File: config.mk
export PLATFORM = sky130hd
export DESIGN_NAME = spmv_row_tracker
export DESIGN_NICKNAME = d
export VERILOG_FILES = /design/src/rtl/spmv_pkg.sv /design/src/rtl/spmv_out_reg.sv /design/src/rtl/spmv_row_tracker.sv
export SDC_FILE = /design/constraint.sdc
export NUM_CORES = 1
export LEC_CHECK = 0
export ABC_AREA = 1
export CAP_MARGIN = 20
export CORE_AREA = 2 2 152 154
export CTS_BUF_LIST = sky130_fd_sc_hd__clkbuf_4 sky130_fd_sc_hd__clkbuf_8
export CTS_CLUSTER_DIAMETER = 150
export DETAILED_ROUTE_END_ITERATION = 12
export DIE_AREA = 0 0 154 156
export PLACE_DENSITY = 0.89
export SYNTH_ARGS = -nofsm -noshare
export SYNTH_HDL_FRONTEND = slang
export SYNTH_HIERARCHICAL = 1
export SYNTH_SLANG_ARGS = --single-unit
File: constraint.sdc
create_clock -name i_clk -period 6.06 [get_ports i_clk]
set_clock_uncertainty 0.1 [all_clocks]
set_input_delay 1.515 -clock i_clk [delete_from_list [all_inputs] [get_ports i_clk]]
set_output_delay 1.515 -clock i_clk [all_outputs]
set_load 0.02 [all_outputs]
File: src/rtl/spmv_pkg.sv
// Shared types and defaults for the SpMV row-tracking pipeline stages.
package spmv_pkg;

  localparam int NUM_ROWS_DEF = 16;
  localparam int PTR_W_DEF    = 8;
  localparam int ROW_W_DEF    = $clog2(NUM_ROWS_DEF);

  typedef logic [1:0] state_t;
  localparam state_t ST_IDLE   = 2'd0;
  localparam state_t ST_SCAN   = 2'd1;
  localparam state_t ST_STREAM = 2'd2;
  localparam state_t ST_DONE   = 2'd3;

  // Token at the default matrix geometry; parametrised stages pack their own.
  typedef struct packed {
    logic [ROW_W_DEF-1:0] row;
    logic [PTR_W_DEF-1:0] nz_idx;
    logic                 last;
    logic                 empty;
  } tok_t;

endpackage

File: src/rtl/spmv_out_reg.sv
// One-entry output register: loads only when free (empty or being drained),
// holds its token stable while the consumer stalls.
module spmv_out_reg #(
  parameter int W = $bits(spmv_pkg::tok_t)
) (
  input  logic         clk,
  input  logic         rst,
  input  logic         load,
  input  logic [W-1:0] data_in,
  input  logic         ready,
  output logic         valid,
  output logic [W-1:0] data,
  output logic         free
);

  assign free = !valid || ready;

  always_ff @(posedge clk or posedge rst) begin
    if (rst) begin
      valid <= 1'b0;
      data  <= '0;
    end else if (load && free) begin
      valid <= 1'b1;
      data  <= data_in;
    end else if (ready) begin
      valid <= 1'b0;
    end
  end

endmodule

File: src/rtl/spmv_row_tracker.sv
// CSR row tracker: walks latched row pointers one row per cycle and tags each
// accepted nonzero with row / nonzero index / last-in-row, optionally emitting empty-row tokens.
module spmv_row_tracker
  import spmv_pkg::*;
#(
  parameter int NUM_ROWS   = NUM_ROWS_DEF,
  parameter int PTR_W      = PTR_W_DEF,
  parameter int ROW_W      = $clog2(NUM_ROWS),
  parameter int EMIT_EMPTY = 1
) (
  input  logic                        i_clk,
  input  logic                        i_rst,
  input  logic                        i_start,
  input  logic [(NUM_ROWS+1)*PTR_W-1:0] i_row_ptr,
  input  logic                        i_nz_valid,
  output logic                        o_nz_ready,
  output logic                        o_valid,
  input  logic                        i_ready,
  output logic [ROW_W-1:0]            o_row,
  output logic [PTR_W-1:0]            o_nz_idx,
  output logic                        o_row_last,
  output logic                        o_row_empty,
  output logic                        o_busy,
  output logic                        o_done,
  output logic                        o_err
);

  localparam int VEC_W = (NUM_ROWS+1)*PTR_W;

  typedef struct packed {
    logic [ROW_W-1:0] row;
    logic [PTR_W-1:0] nz_idx;
    logic             last;
    logic             empty;
  } row_tok_t;

  state_t             state;
  logic [ROW_W:0]     row;
  logic [PTR_W-1:0]   k;
  logic [VEC_W-1:0]   ptr_q;
  logic [PTR_W-1:0]   ptr_lo;
  logic [PTR_W-1:0]   ptr_hi;
  logic               row_end;
  logic               row_empty;
  logic               nz_last;
  logic               hs;
  logic               out_free;
  logic               load;
  logic               mono_err;
  row_tok_t           tok_in;
  row_tok_t           tok_out;

  assign ptr_lo    = ptr_q[int'(row)*PTR_W +: PTR_W];
  assign ptr_hi    = ptr_q[(int'(row)+1)*PTR_W +: PTR_W];
  assign row_end   = (row == (ROW_W+1)'(NUM_ROWS));
  assign row_empty = (ptr_hi == ptr_lo);
  // One extra bit so a row ending at the top pointer value still matches.
  assign nz_last   = (({1'b0, k} + (PTR_W+1)'(1)) == {1'b0, ptr_hi});

  assign o_nz_ready = (state == ST_STREAM) && out_free;
  assign hs         = i_nz_valid && o_nz_ready;
  assign o_busy     = (state == ST_SCAN) || (state == ST_STREAM);
  assign o_done     = (state == ST_DONE);

  always_comb begin
    mono_err = 1'b0;
    for (int r = 0; r < NUM_ROWS; r++) begin
      if (i_row_ptr[(r+1)*PTR_W +: PTR_W] < i_row_ptr[r*PTR_W +: PTR_W]) begin
        mono_err = 1'b1;
      end
    end
  end

  always_comb begin
    load   = 1'b0;
    tok_in = '0;
    if (state == ST_SCAN && !row_end && row_empty && EMIT_EMPTY != 0) begin
      load         = 1'b1;
      tok_in.row   = row[ROW_W-1:0];
      tok_in.last  = 1'b1;
      tok_in.empty = 1'b1;
    end else if (hs) begin
      load          = 1'b1;
      tok_in.row    = row[ROW_W-1:0];
      tok_in.nz_idx = k;
      tok_in.last   = nz_last;
    end
  end

  always_ff @(posedge i_clk or posedge i_rst) begin
    if (i_rst) begin
      state <= ST_IDLE;
      row   <= '0;
      k     <= '0;
      ptr_q <= '0;
      o_err <= 1'b0;
    end else begin
      case (state)
        ST_IDLE, ST_DONE: begin
          if (i_start) begin
            ptr_q <= i_row_ptr;
            row   <= '0;
            k     <= i_row_ptr[PTR_W-1:0];
            o_err <= mono_err;
            state <= mono_err ? ST_DONE : ST_SCAN;
          end
        end
        ST_SCAN: begin
          if (row_end) begin
            state <= ST_DONE;
          end else if (row_empty) begin
            // With empty tokens enabled the row only advances once its token is placed.
            if (EMIT_EMPTY == 0 || out_free) begin
              row <= row + (ROW_W+1)'(1);
            end
          end else begin
            state <= ST_STREAM;
          end
        end
        ST_STREAM: begin
          if (hs) begin
            k <= k + PTR_W'(1);
            if (nz_last) begin
              row   <= row + (ROW_W+1)'(1);
              state <= ST_SCAN;
            end
          end
        end
        default: state <= ST_IDLE;
      endcase
    end
  end

  spmv_out_reg #(.W($bits(row_tok_t))) u_out_reg (
    .clk     (i_clk),
    .rst     (i_rst),
    .load    (load),
    .data_in (tok_in),
    .ready   (i_ready),
    .valid   (o_valid),
    .data    (tok_out),
    .free    (out_free)
  );

  assign o_row       = tok_out.row;
  assign o_nz_idx    = tok_out.nz_idx;
  assign o_row_last  = tok_out.last;
  assign o_row_empty = tok_out.empty;

endmodule

Yosys cells after proc, flatten, opt, wreduce, memory -nomap -nowiden --
Index checks and enable logic that the tools add are counted.
Word-level totals: flip-flop bits (word level) 167, bits of input ports 141, word-level logic and storage cells 101
Cells by class: add/subtract/negate cells 4, order comparisons 16, equal/unequal tests 13, shifts and indexed selects 2, muxes and demuxes 42, reductions and logical operators 17
Operators with widths (number):
- 136-bit by 10-bit variable part select with 8-bit output | 1
- 136-bit by 9-bit variable part select with 8-bit output | 1
- 8-bit less-than comparator | 16
- 5-bit 2-to-1 mux | 6
- 8-bit 2-to-1 mux | 3
- 1-bit 2-to-1 mux | 22
- 8-bit one-hot mux with 2 select lines | 1
- 5-bit one-hot mux with 3 select lines | 1
- 13-bit 2-to-1 mux | 1
- 2-bit 2-to-1 mux | 6
- 2-bit != test (second input constant) | 6
- 8-bit by 1-bit adder with 9-bit output (second input constant) | 1
- 9-bit by 8-bit == test with 1-bit output | 1
- 8-bit by 1-bit adder with 8-bit output (second input constant) | 1
- 8-bit == test | 1
- 5-bit by 1-bit adder with 6-bit output (second input constant) | 1
- 2-bit one-hot mux with 3 select lines | 1
- 6-bit AND reduction | 1
- 5-bit by 1-bit adder with 5-bit output (second input constant) | 1
- 5-bit == test (second input constant) | 1
- 1-bit logical AND | 5
- 2-bit == test (second input constant) | 2
- 4-bit 2-to-1 mux | 1
- 4-bit AND reduction | 1
- other kinds (9) | 12

Logic depth before layout (Yosys ltp) --
Gate-level depths: netlist of run 1.
depth in word-level cells 20, gate-level depth with buffers 23, depth with buffers taken out 19

Cells and area by module --
The synthesis of run 1 kept the hierarchy.
By module, submodules not included:
- spmv_row_tracker | instances 1, cells each 1892, area an instance 12364.4 um2, sequential area each 3803.6 um2
- spmv_out_reg | instances 1, cells each 65, area an instance 600.6 um2, sequential area each 375.4 um2

Least setup slack after synthesis of run 1 --
OpenSTA, ideal clock, no wires.
path kind in2out, start input i_ready, end output o_nz_ready, arrival 2.028 ns, required time 4.445 ns, slack 2.417 ns, cell stages on the path 5, path buffers 1, path through inv_1 nand2_2 buf_4 nand2_1 inv_1
On the way: longest elaborated chain between the ends 2
Ends and longest elaborated chain:
- from (decl) | RTL line spmv_row_tracker.sv:18 | input logic i_ready,
- 1-bit logical OR | RTL line spmv_out_reg.sv:16 | assign free = !valid || ready;
- named net out_free | RTL line spmv_row_tracker.sv:47 | logic out_free;
- 1-bit logical AND | RTL line spmv_row_tracker.sv:60 | assign o_nz_ready = (state == ST_STREAM) && out_free;
- to (decl) | RTL line spmv_row_tracker.sv:16 | output logic o_nz_ready,
The timed path passes the listed nets, and every way through them passes these cells.

Worst setup path after layout of run 1 --
Ends and elaborated chain as after synthesis.

==> results of run 1 <==
power by group through the flow:
stage          Clock, mW  Combinational, mW  Sequential (mW)
2_1_floorplan          0               3.03             1.93
3_3_place_gp           0               3.73             2.06
3_5_place_dp           0               3.84             2.08
4_1_cts            0.901               3.87             2.06
5_1_grt            0.945               4.49             2.14
6_report           0.900               3.96             2.08
routing by layer:
layer	vias to the layer above	GRT usage, %	wire [um]
met2	573	52.9	17500
met5	-	0	0
li1	6345	-	-
met4	0	16.0	1790
met3	106	4.64	2610
met1	5997	39.3	15400
registers in the layout (all words and copies together) (netlist names):
signal and count:
ptr_q 136, row 5, u_out_reg/data 14, o_err 1
u_out_reg/valid 1, k 8, state 2
logic make-up after synthesis:
family | Yosys count | share of synthesized area [%]
mux | 4 | 0.338
fa+ha+maj | 118 | 11.4
buf+inv | 406 | 13.1
compound gates | 310 | 12.8
simple gates | 948 | 29.9
flops | 167 | 32.2
xor+xnor | 4 | 0.270
worst max-delay path, delay by kind of cell:
family | cells | cell delay, ns
buf+inv | 4 | 1.20
simple gates | 2 | 0.33
per-stage QoR:
stage	power, mW	worst slack [ns]	area (um^2)
after CTS	6.84	1.40	14900
after floorplan	4.96	0.352	13000
final	6.95	1.41	15000
after global routing	7.58	1.28	15000
after detailed placement	5.92	1.39	14500
after global placement	5.79	1.41	14500
cell usage in the layout (no fill, tap or decap), types with 3 or more instances in the layout:
master	synthesis	routed
ha_1	118	118
o22ai_1	8	8
buf_4	16	6
nand2_1	673	672
nand3_1	145	145
inv_1	316	315
clkdlybuf4s50_1	0	159
or2_2	3	3
clkbuf_8	0	18
o21ai_0	175	175
nand2_2	3	3
nand4_1	12	12
inv_6	0	7
o21bai_1	7	7
nor2_4	4	4
mux2_2	3	3
dfrtp_1	167	166
a21boi_0	7	7
a21oi_1	68	68
nor2_2	3	3
o21a_1	3	3
nor3_1	3	3
nor2_1	95	95
o211ai_1	18	18
bufinv_16	0	3
o21ai_1	20	20
worst paths after layout:
check                                    from                 end  slack (ns)  cells past startpoint
max in group asynchronous               i_rst           ptr_q[33]        3.37                      3
setup / recovery                      i_ready          o_nz_ready        1.41                      6
setup reg to reg                       row[0]   u_out_reg/data[9]        1.67                     16
hold reg to reg            u_out_reg/data[11]  u_out_reg/data[11]        0.39                      2
hold / removal             u_out_reg/data[11]  u_out_reg/data[11]        0.39                      2
min in group asynchronous               i_rst  u_out_reg/data[13]        1.40                      2
final cells by class:
type,instances,area [um^2],share of cell area (%)
repair buffers,167,1680,11.3
clock inverters,14,184,1.23
multi-input cells,1384,7100,47.4
flip-flops and latches,167,4180,28.0
well taps,285,357,2.38
inverters,319,1210,8.07
clock buffers,18,248,1.66
==> key figures, run 1 <==
Logic synthesis
  – Post-synth top cells: nand2_1 (673), inv_1 (316), o21ai_0 (175), dfrtp_1 (167), nand3_1 (145)
  – Post-synth top area cell: dfrtp_1
  – Post-synth EDFFs: 0
  – Synth Flop Type: dfrtp_1
  – Syn avg cell area: 6.62 um^2
  – Synth Register Bits: roughly 170
  – Count leader, synth: nand2_1
  – Syn Std Cell Area: 13000 um^2
  – Synth warn: 6
  – Post-synth top area share: 32.2%
  – Cells after Synth: 1957
  – Syn_nets: roughly 2200
  – Yosys cell types: 40
  – Sequential area share after synthesis: 32.2%
  – Dominant cells by area after synthesis: dfrtp_1 (32%), nand2_1 (19%), ha_1 (11%)
  – Ys async rst share: between 90% and 100%

Hold path
  – Worst min-delay path class: flop to flop

Pwr
  – Pwr/cell area: between 400 and 500 nW/um^2
  – Switching Share: 50.7%
  – Clock power frac: 12.9%
  – Seq pwr share: 30.0%
  – Leak pwr: around 8.2 nW
  – Net Sw Power: around 3.5 mW
  – Combinational power share: 57.1%
  – Maximum VDD drop: about 270 uV
  – Internal power: 3.43 mW

Placed design
  – GPL Wtd Cong: 0.960
  – Port Buffers: roughly 160
  – Post-Place Cells: 2321
  – DP Wirelength: 28500 um

GRT
  – Largest net degree at the start of global routing: ~120
  – Final global-route overflow total: 0
  – All-Layer GR Usage: 31.3%
  – Vias in the first global route: ~12000
  – Initial antenna violation count: 0
  – First-pass GRT wire length: 60200 um

Final layout
  – NumNets Final: 2315
  – Share of layout cells above drive strength 1: 3.14%
  – Final non-filler cell total: 2354
  – Ant diodes: 0
  – Final Core Density: 66.9%
  – Area Growth Syn to Fin: 15.4%
  – Filler cell count in the final layout: 1893

Worst setup path
  – Critical path's slowest cell: clkdlybuf4s50_1
  – Crit Path Category: input pin to primary output
  – Max incr delay on CP: 0.60 ns
  – Crit path max fanout: 19
  – CP startpoint kind: input pin
  – CP Cell Sequence: clkdlybuf4s50_1 > inv_1 > nand2_2 > nand2_1 > inv_1 > clkdlybuf4s50_1
  – Crit. End Element: primary output
  – Critical path arrival: 3.04 ns
  – Required time of the critical path: 4.45 ns

Timing
  – Fin. max-slew vios: 0
  – Period Utilization, post-route: between 70% and 80%
  – Worst-Margin Slew: 1.01 ns
  – Fmax: 215 MHz
  – Final setup violation count: 0
  – Hold slack: between 0.3 and 0.4 ns
  – Final Hold Viols: 0
  – Setup TNS: 0 ns
  – Post-route minimum period: 4.65 ns
  – Slew HR: 32.9%
  – RSZ-0062 raised after global routing: no

Clocking
  – CTS tree: built
  – CTS buffer count: 17
  – Resized Gates After CTS: 0
  – Worst-path clk slew: 0.10 ns
  – CTS Buffer Depth: 2
  – Post-CTS Hold Buffers: 0
  – Later-pin clock latency in the skew report: 0.48 ns
  – Root buffer cell: clkbuf_8
  – H-tree depth: 4
  – Post-CTS Setup Inserts: 0
  – Clock sinks: between 150 and 200

Floorplan
  – # IOs: 160
  – Die H: 156 um
  – Die W: 154 um
  – Site row count: 55
  – Starting Density: 58.0%
  – Core ar.: between 20000 and 25000 um^2
  – Die area: ~24000 um^2

Detailed routing
  – Drt pass-1 iters: 5
  – Drc violations: 0
  – Via count: 13000
  – Via density per instance: 5.53
  – Drt total wl: 37300 um
  – Initial DRC Count: 1213
  – Post-route ant nets: 0
  – Drt wl/cell: ~16 um

Outcome
  – Status: finished clean

Run
  – Max cap viols: 0
Power figures use the tool's default switching activity.
==> run 2: changes to the inputs <==
Clock period 6.06 ns to 4.9 ns, I/O delays scaled along.
==> key figures, run 2 (same netlist as run 1, synthesis figures left out) <==
Clocking
  – Post-CTS Setup Inserts: 0 (unchanged)
  – Post-CTS Hold Buffers: 0 (unchanged)
  – Root buffer cell: clkbuf_8
  – CTS tree: built
  – Worst-path clk slew: 0.09 ns (about the same)
  – H-tree depth: 4 (unchanged)
  – Resized Gates After CTS: 0 (unchanged)
  – CTS Buffer Depth: 2 (unchanged)
  – Clock sinks: 167 (unchanged)
  – CTS buffer count: 17 (unchanged)
  – Later-pin clock latency in the skew report: 0.49 ns (about the same)

Final layout
  – Most common cell after layout, fill and taps aside: nand2_1
  – Multi-input logic area: 7100 um^2 (unchanged)
  – Area Growth Syn to Fin: 15.3% (about the same)
  – Max reg flops: 136 (unchanged)
  – Ant diodes: 0 (unchanged)
  – Share of layout cells above drive strength 1: 3.24% (+0.094 points)
  – Top flop regs: ptr_q: 136 flops, u_out_reg/data: 14 flops, k: 8 flops
  – Top reg by flops: ptr_q
  – Filler cell count in the final layout: 1905 (+0.63%)
  – NumNets Final: 2318 (+0.13%)
  – Sequential Area: 4180 um^2 (unchanged)
  – Commonest cells after routing, fill and taps aside: nand2_1 (672), inv_1 (315), o21ai_0 (175)

GRT
  – Largest net degree at the start of global routing: 161 (+33%)
  – Vias in the first global route: 12300 (-0.37%)
  – All-Layer GR Usage: 31.4% (+0.074 points)
  – Final global-route overflow total: 0 (unchanged)
  – First-pass GRT wire length: 60500 um (+0.65%)
  – Initial antenna violation count: 1 (+1)

Placed design
  – DP Wirelength: 28900 um (+1.7%)
  – GPL Wtd Cong: 0.941 (-2.0%)
  – Port Buffers: 159 (unchanged)

Worst setup path
  – CP Cell Sequence: clkdlybuf4s50_1 > inv_1 > nand2_2 > nand2_1 > inv_1 > clkdlybuf4s50_1
  – Crit. End Element: primary output
  – Crit path max fanout: 19 (unchanged)
  – Critical path's slowest cell: clkdlybuf4s50_1
  – Required time of the critical path: 3.58 ns (-0.87 ns)
  – Critical path arrival: 2.77 ns (-0.27 ns)
  – Crit Path Category: input pin to primary output
  – CP startpoint kind: input pin
  – Max incr delay on CP: 0.60 ns (about the same)

Floorplan
  – Die area: 24000 um^2 (unchanged)
  – Core ar.: 22400 um^2 (unchanged)
  – Site row count: 55 (unchanged)
  – Die H: 156 um (unchanged)
  – Starting Density: 58.0% (unchanged)
  – Die W: 154 um (unchanged)
  – # IOs: 160 (unchanged)

Detailed routing
  – Drt total wl: 37500 um (+0.68%)
  – Drt pass-1 iters: 8 (+3)
  – Via density per instance: 5.56 (+0.51%)
  – Drt wl/cell: 15.9 um (+0.59%)
  – Initial DRC Count: 1444 (+19%)
  – Via count: 13100 (+0.60%)
  – Drc violations: 0 (unchanged)
  – Post-route ant nets: 0 (unchanged)

Timing
  – Final setup violation count: 0 (unchanged)
  – Slew HR: 30.5% (-2.4 points)
  – Worst-Margin Slew: 1.04 ns (+0.0361 ns)
  – Post-route minimum period: around 4.1 ns
  – Period Utilization, post-route: 83.5%
  – Fin. max-slew vios: 0 (unchanged)
  – Final Hold Viols: 0 (unchanged)
  – RSZ-0062 raised after global routing: no
  – Fmax: 244 MHz
  – Setup TNS: 0 ns (unchanged)

Pwr
  – Pwr/cell area: 569 nW/um^2 (+22%)
  – Maximum VDD drop: 351 uV (+28%)
  – Leak pwr: 8.23 nW (-0.28%)
  – Pwr Total: 8.50 mW (+22%)

Outcome
  – Status: finished clean

Hold path
  – Worst min-delay path class: flop to flop

Run
  – Max cap viols: 0 (unchanged)
## run 2: cell count changes in the layout (fill, tap and decap cells not counted), moves of 2 or more
cell	previous run	this run
inv_6	7	2
buf_12	1	3
clkbuf_4	0	3
clkinvlp_4	0	5
inv_8	2	0
buf_4	6	8
## run 2: power breakdown
part | internal [mW] | switching (mW)
combinational | 1.69 | 3.28
sequential | 2.03 | 0.478
clock | 0.483 | 0.544
## run 2: worst paths after layout
kind,startpoint,slack (ns),depth (start not counted),end
setup / recovery,i_ready,0.81,6,o_nz_ready
min in group asynchronous,i_rst,0.94,2,row[2]
setup reg to reg,row[0],1.09,17,u_out_reg/data[6]
hold / removal,u_out_reg/data[5],0.38,2,u_out_reg/data[5]
hold reg to reg,u_out_reg/data[5],0.38,2,u_out_reg/data[5]
max in group asynchronous,i_rst,2.83,3,ptr_q[36]
## run 2: stage by stage
step	hold WS (ns)	std cells	area (um^2)	util [%]	setup WS, ns
finish	0.375	2356	14900	66.8	0.810
global route	0.404	2356	14900	66.8	0.732
CTS	0.381	2356	14900	66.8	0.799
detailed placement	0.358	2325	14600	65.1	0.805
global placement	0.352	2325	14600	65.1	0.818
floorplan	0.348	1957	13000	-	1.66
## run 2: layout make-up
class / count / area share, %
Clock buffer: 21 / 1.81
Clock inverter: 10 / 0.812
Multi-Input combinational cell: 1384 / 47.5
Sequential cell: 167 / 28.0
Inverter: 319 / 8.07
Tap cell: 285 / 2.39
Timing Repair Buffer: 170 / 11.5
## run 2: worst max-delay path, delay by kind of cell
family	cells	cell delay, ns
simple gates	2	0.34
buf+inv	4	1.20
## run 2: layer usage
layer,global-route usage (%),share of wire [%],up-vias
li1,-,-,6354
met1,40.5,42,6058
met2,52.3,47,570
met3,5.17,7.6,115
met4,14.0,4.3,2
met5,0,0.043,-
==> patch 1, RTL diff (settings of run 1) <==
Register the output `o_err` once more, cleared by the reset; this adds one clock of latency there. The other outputs are not delayed to match.
--- a/src/rtl/spmv_row_tracker.sv
+++ b/src/rtl/spmv_row_tracker.sv
@@ -35,2 +35,4 @@
   } row_tok_t;
+
+  logic o_err_s0;
 
@@ -95,3 +97,3 @@
       ptr_q <= '0;
-      o_err <= 1'b0;
+      o_err_s0 <= 1'b0;
     end else begin
@@ -103,3 +105,3 @@
             k     <= i_row_ptr[PTR_W-1:0];
-            o_err <= mono_err;
+            o_err_s0 <= mono_err;
             state <= mono_err ? ST_DONE : ST_SCAN;
@@ -149,2 +151,10 @@
 
+  always_ff @(posedge i_clk or posedge i_rst) begin
+    if (i_rst) begin
+      o_err <= '0;
+    end else begin
+      o_err <= o_err_s0;
+    end
+  end
+
 endmodule
Check against the original RTL: not equivalent (Yosys sat finds a counterexample within 4 cycles, from zero or initial values and one cycle with i_rst high).
==> patch 1 against run 1 <==
Worst hold slack worse by 0.057 ns; wire length down 1.3%; synthesized cell count about the same; highest routed layer unchanged; largest cell class unchanged; setup slack better by 0.0036 ns; largest power group unchanged; combinational power down 2%; synthesized area up 0.19%; global-route usage down 0.13 points; die area unchanged; sequential cell count up 1; power down 3.0%; design area down 0.32%.
==> patch 1: results (changes against run 1) <==
.. list-table::
   :header-rows: 1

   * - Metric
     - Value
   * - Count of port buffers added during placement
     - 159 (unchanged)
   * - Reported max-cap violation count
     - 0 (unchanged)
   * - Worst-Margin Slew
     - 0.920 ns (was 1.01 ns)
   * - Nets in the synthesized netlist
     - 2,217 (was 2,216)
   * - Maximum number of pins on one net before global-route repair
     - 101 (was 121)
   * - CTS clock-pin slew for the worst setup and hold paths
     - 0.10 ns (about the same)
   * - Fill count
     - 1,904 (was 1,893)
   * - Total track usage
     - 0.312 (was 0.313)
   * - Sequential share of the synthesized area
     - 0.324 (was 0.322)
   * - Fraction of final layout cells with drive strength greater than 1
     - 0.0319 (was 0.0314)
   * - Placement-stage worst setup slack
     - 1.41 ns (was 1.39 ns)
   * - Pre-antenna DRT Iters
     - 6 (was 5)
   * - Post-detailed-route via-to-cell ratio
     - 5.48 (was 5.53)
   * - First DRT Iteration DRCs
     - 1,347 (was 1,213)
   * - Weighted congestion reported at the end of routability-driven placement
     - 0.937 (was 0.960)
   * - Average cell area after synthesis
     - 6.63 um2 (was 6.62 um2)
   * - Clock group power
     - 755 uW (was 900 uW)
   * - Wire length of the first global-routing pass
     - 60,000 um (was 60,200 um)
   * - P per Cell Area
     - 452 nW/um2 (was 465 nW/um2)
   * - Post-cts sizing count
     - 0 (unchanged)
   * - Total negative slack for setup checks
     - 0 ns (unchanged)
   * - Final routed wirelength across all metal layers
     - 36,800 um (was 37,300 um)
   * - Total placed instance area
     - 14,500 um2 (about the same)
   * - Leading cell types by total area after synthesis
     - sky130_fd_sc_hd__dfrtp_1 (32%), sky130_fd_sc_hd__nand2_1 (19%), sky130_fd_sc_hd__ha_1 (11%), sky130_fd_sc_hd__inv_1 (9.1%), sky130_fd_sc_hd__o21ai_0 (6.7%) (was sky130_fd_sc_hd__dfrtp_1 (32%), sky130_fd_sc_hd__nand2_1 (19%), sky130_fd_sc_hd__ha_1 (11%), sky130_fd_sc_hd__inv_1 (9.1%), sky130_fd_sc_hd__o21ai_0 (6.8%))
   * - Top cell types by occurrence after synthesis
     - sky130_fd_sc_hd__nand2_1 (673), sky130_fd_sc_hd__inv_1 (316), sky130_fd_sc_hd__o21ai_0 (175) (unchanged)
   * - Post-synthesis async set-or-reset flop share
     - 1.00 (unchanged)
   * - Largest regs
     - ptr_q: 136 flops, u_out_reg/data: 14 flops, k: 8 flops (unchanged)
   * - Switching part of the total power
     - 0.512 (was 0.507)
   * - Result of the run
     - finished, final reports clean (unchanged)
   * - Max rail drop VDD
     - 0.296 mV (was 0.273 mV)
   * - Net count reported at finish
     - 2,317 (was 2,315)
   * - Post-detailed-placement half-perimeter wirelength
     - 28,600 um (was 28,500 um)
   * - P_leak
     - 8.21 nW (was 8.25 nW)
   * - Vias in the first global route
     - 12,200 (was 12,400)
   * - Number of buffers created by CTS
     - 17 (unchanged)
   * - Synth unique cells
     - 40 (unchanged)
==> patch 1: worst paths after layout <==
| path | from | end | slack, ns | cells past startpoint |
|---|---|---|---|---|
| hold / removal | o_err_s0 | o_err | 0.33 | 0 |
| setup reg to reg | row[0] | u_out_reg/data[6] | 1.77 | 20 |
| hold reg to reg | o_err_s0 | o_err | 0.33 | 0 |
| max in group asynchronous | i_rst | ptr_q[120] | 3.39 | 3 |
| setup / recovery | i_ready | o_nz_ready | 1.41 | 6 |
| min in group asynchronous | i_rst | u_out_reg/data[7] | 1.40 | 2 |
==> patch 1: cells by family (layout without fill, tap and decap cells) <==
logic type	count (synthesis)	in the layout	synth area share
multiplexers	4	4	0.00337
flip-flops	168	168	0.324
buffers and inverters	406	519	0.131
AO/OA/AOI/OAI	310	310	0.128
AND/OR/NAND/NOR	948	948	0.298
adder cells (fa/ha/maj)	118	118	0.114
XOR/XNOR	4	4	0.00270
==> patch 1: per-layer routing <==
metal	vias to the layer above	wire length [um]	global-route usage
li1	6363	-	-
met1	5901	15700	0.408
met2	545	17100	0.513
met3	92	2480	0.0494
met4	0	1480	0.141
met5	-	0	0
==> patch 1: final cells by class <==
cell class	instances	area share
clock buffers	17	0.0157
clock inverters	15	0.00789
multi-input cells	1384	0.476
repair buffers	168	0.113
inverters	319	0.0810
flip-flops and latches	168	0.282
well taps	285	0.0239
==> patch 1: per-stage QoR <==
step / power (mW) / instances / hold slack [ns]
finish: 6.74 / 2356 / 0.331
global route: 7.40 / 2356 / 0.341
CTS: 6.65 / 2355 / 0.326
detailed placement: 5.89 / 2323 / 0.296
global placement: 5.78 / 2323 / 0.305
floorplan: 4.96 / 1958 / 0.253
==> patch 2, RTL diff (settings of run 1) <==
Made on the original files. `PTR_W_DEF`: 8 -> 9.
--- a/src/rtl/spmv_pkg.sv
+++ b/src/rtl/spmv_pkg.sv
@@ -4,3 +4,3 @@
   localparam int NUM_ROWS_DEF = 16;
-  localparam int PTR_W_DEF    = 8;
+  localparam int PTR_W_DEF    = 9;
   localparam int ROW_W_DEF    = $clog2(NUM_ROWS_DEF);
Interface: changed (resized i_row_ptr and o_nz_idx); port bits go from 160 to 178. No check against the original RTL was run, so the function may have changed too.
==> patch 2 against run 1 <==
Synthesized area grew 11%; sequential cell count is 19 higher; setup slack better by 0.056 ns; via count increased by 11%; fmax rose by 1.2%; wire length rose by 12%; design area up 10%; power grew 5.7%; count of clock-buffer cells in the layout unchanged; clock power fell by 2.4%; critical path type unchanged.
==> patch 2: results (changes against run 1) <==
.. list-table::
   :header-rows: 1

   * - Metric
     - Value
   * - Met3 WL
     - 2960 um (was 2610 um)
   * - Maximum frequency from static timing analysis
     - 217 MHz (was 215 MHz)
   * - DR WL met2
     - 19,900 um (was 17,500 um)
   * - Register fraction of the total cell area
     - 0.282 (was 0.280)
   * - Top cell types by occurrence after synthesis
     - sky130_fd_sc_hd__nand2_1 (752), sky130_fd_sc_hd__inv_1 (314), sky130_fd_sc_hd__o21ai_0 (206) (was sky130_fd_sc_hd__nand2_1 (673), sky130_fd_sc_hd__inv_1 (316), sky130_fd_sc_hd__o21ai_0 (175))
   * - Max rail drop VDD
     - 0.264 mV (was 0.273 mV)
   * - Share of final layout cell area taken by non-clock buffers
     - 0.113 (about the same)
   * - Largest regs
     - ptr_q: 153 flops, u_out_reg/data: 15 flops, k: 9 flops (was ptr_q: 136 flops, u_out_reg/data: 14 flops, k: 8 flops)
   * - Post-detailed-route via-to-cell ratio
     - 5.65 (was 5.53)
   * - P_leak
     - 8.88 nW (was 8.25 nW)
   * - Total track usage
     - 0.350 (was 0.313)
   * - Total placed instance area
     - 16,000 um2 (was 14,500 um2)
   * - Xor-xnor portion of the synthesized cell area
     - 0.00305 (was 0.00270)
   * - Nets in the synthesized netlist
     - 2,441 (was 2,216)
   * - Fraction of final layout cells with drive strength greater than 1
     - 0.0330 (was 0.0314)
   * - Worst hold slack after final layout
     - 0.379 ns (was 0.388 ns)
   * - Pre-antenna DRT Iters
     - 6 (was 5)
   * - Adder-cell share of the synthesized area
     - 0.117 (was 0.114)
   * - DR vias
     - 14,500 (was 13,000)
   * - Sequential share of the synthesized area
     - 0.324 (was 0.322)
   * - Maximum number of pins on one net before global-route repair
     - 171 (was 121)
   * - Highest layer used for signal routing
     - met5 (was met4)
   * - Routed metal-1 wire length
     - 17,300 um (was 15,400 um)
   * - Slack of the worst reg-to-reg path
     - 1.65 ns (was 1.67 ns)
   * - Area delta synth->final
     - 14.8% (was 15.4%)
   * - Leading cell types by total area after synthesis
     - sky130_fd_sc_hd__dfrtp_1 (32%), sky130_fd_sc_hd__nand2_1 (20%), sky130_fd_sc_hd__ha_1 (12%), sky130_fd_sc_hd__inv_1 (8.2%), sky130_fd_sc_hd__o21ai_0 (7.2%) (was sky130_fd_sc_hd__dfrtp_1 (32%), sky130_fd_sc_hd__nand2_1 (19%), sky130_fd_sc_hd__ha_1 (11%), sky130_fd_sc_hd__inv_1 (9.1%), sky130_fd_sc_hd__o21ai_0 (6.8%))
   * - Fraction of area in multi-input gates
     - 0.483 (was 0.474)
   * - Endpoint of the lowest-slack register-to-register path
     - u_out_reg/data[13] (was u_out_reg/data[9])
   * - Result of the run
     - finished, final reports clean (unchanged)
==> patch 2: changes by cell type in the layout (fill, tap and decap cells not counted), moves of 12 or more <==
cell and change:
sky130_fd_sc_hd__nor2_1 +18, sky130_fd_sc_hd__o211ai_1 +23, sky130_fd_sc_hd__a21oi_1 +16, sky130_fd_sc_hd__o2111ai_1 +12, sky130_fd_sc_hd__o21ai_0 +31, sky130_fd_sc_hd__clkdlybuf4s50_1 +18, sky130_fd_sc_hd__ha_1 +16, sky130_fd_sc_hd__nand2_1 +79
sky130_fd_sc_hd__dfrtp_1 +18, sky130_fd_sc_hd__nand3_1 -17
==> patch 2: report_power, final <==
part           internal (mW)  leakage (nW)  total (mW)  switching (mW)
Combinational           1.41          6.35        4.11            2.70
Clock                  0.356         0.211       0.878           0.522
Sequential              1.83          2.32        2.36           0.530
Total                   3.60          8.88        7.35            3.75
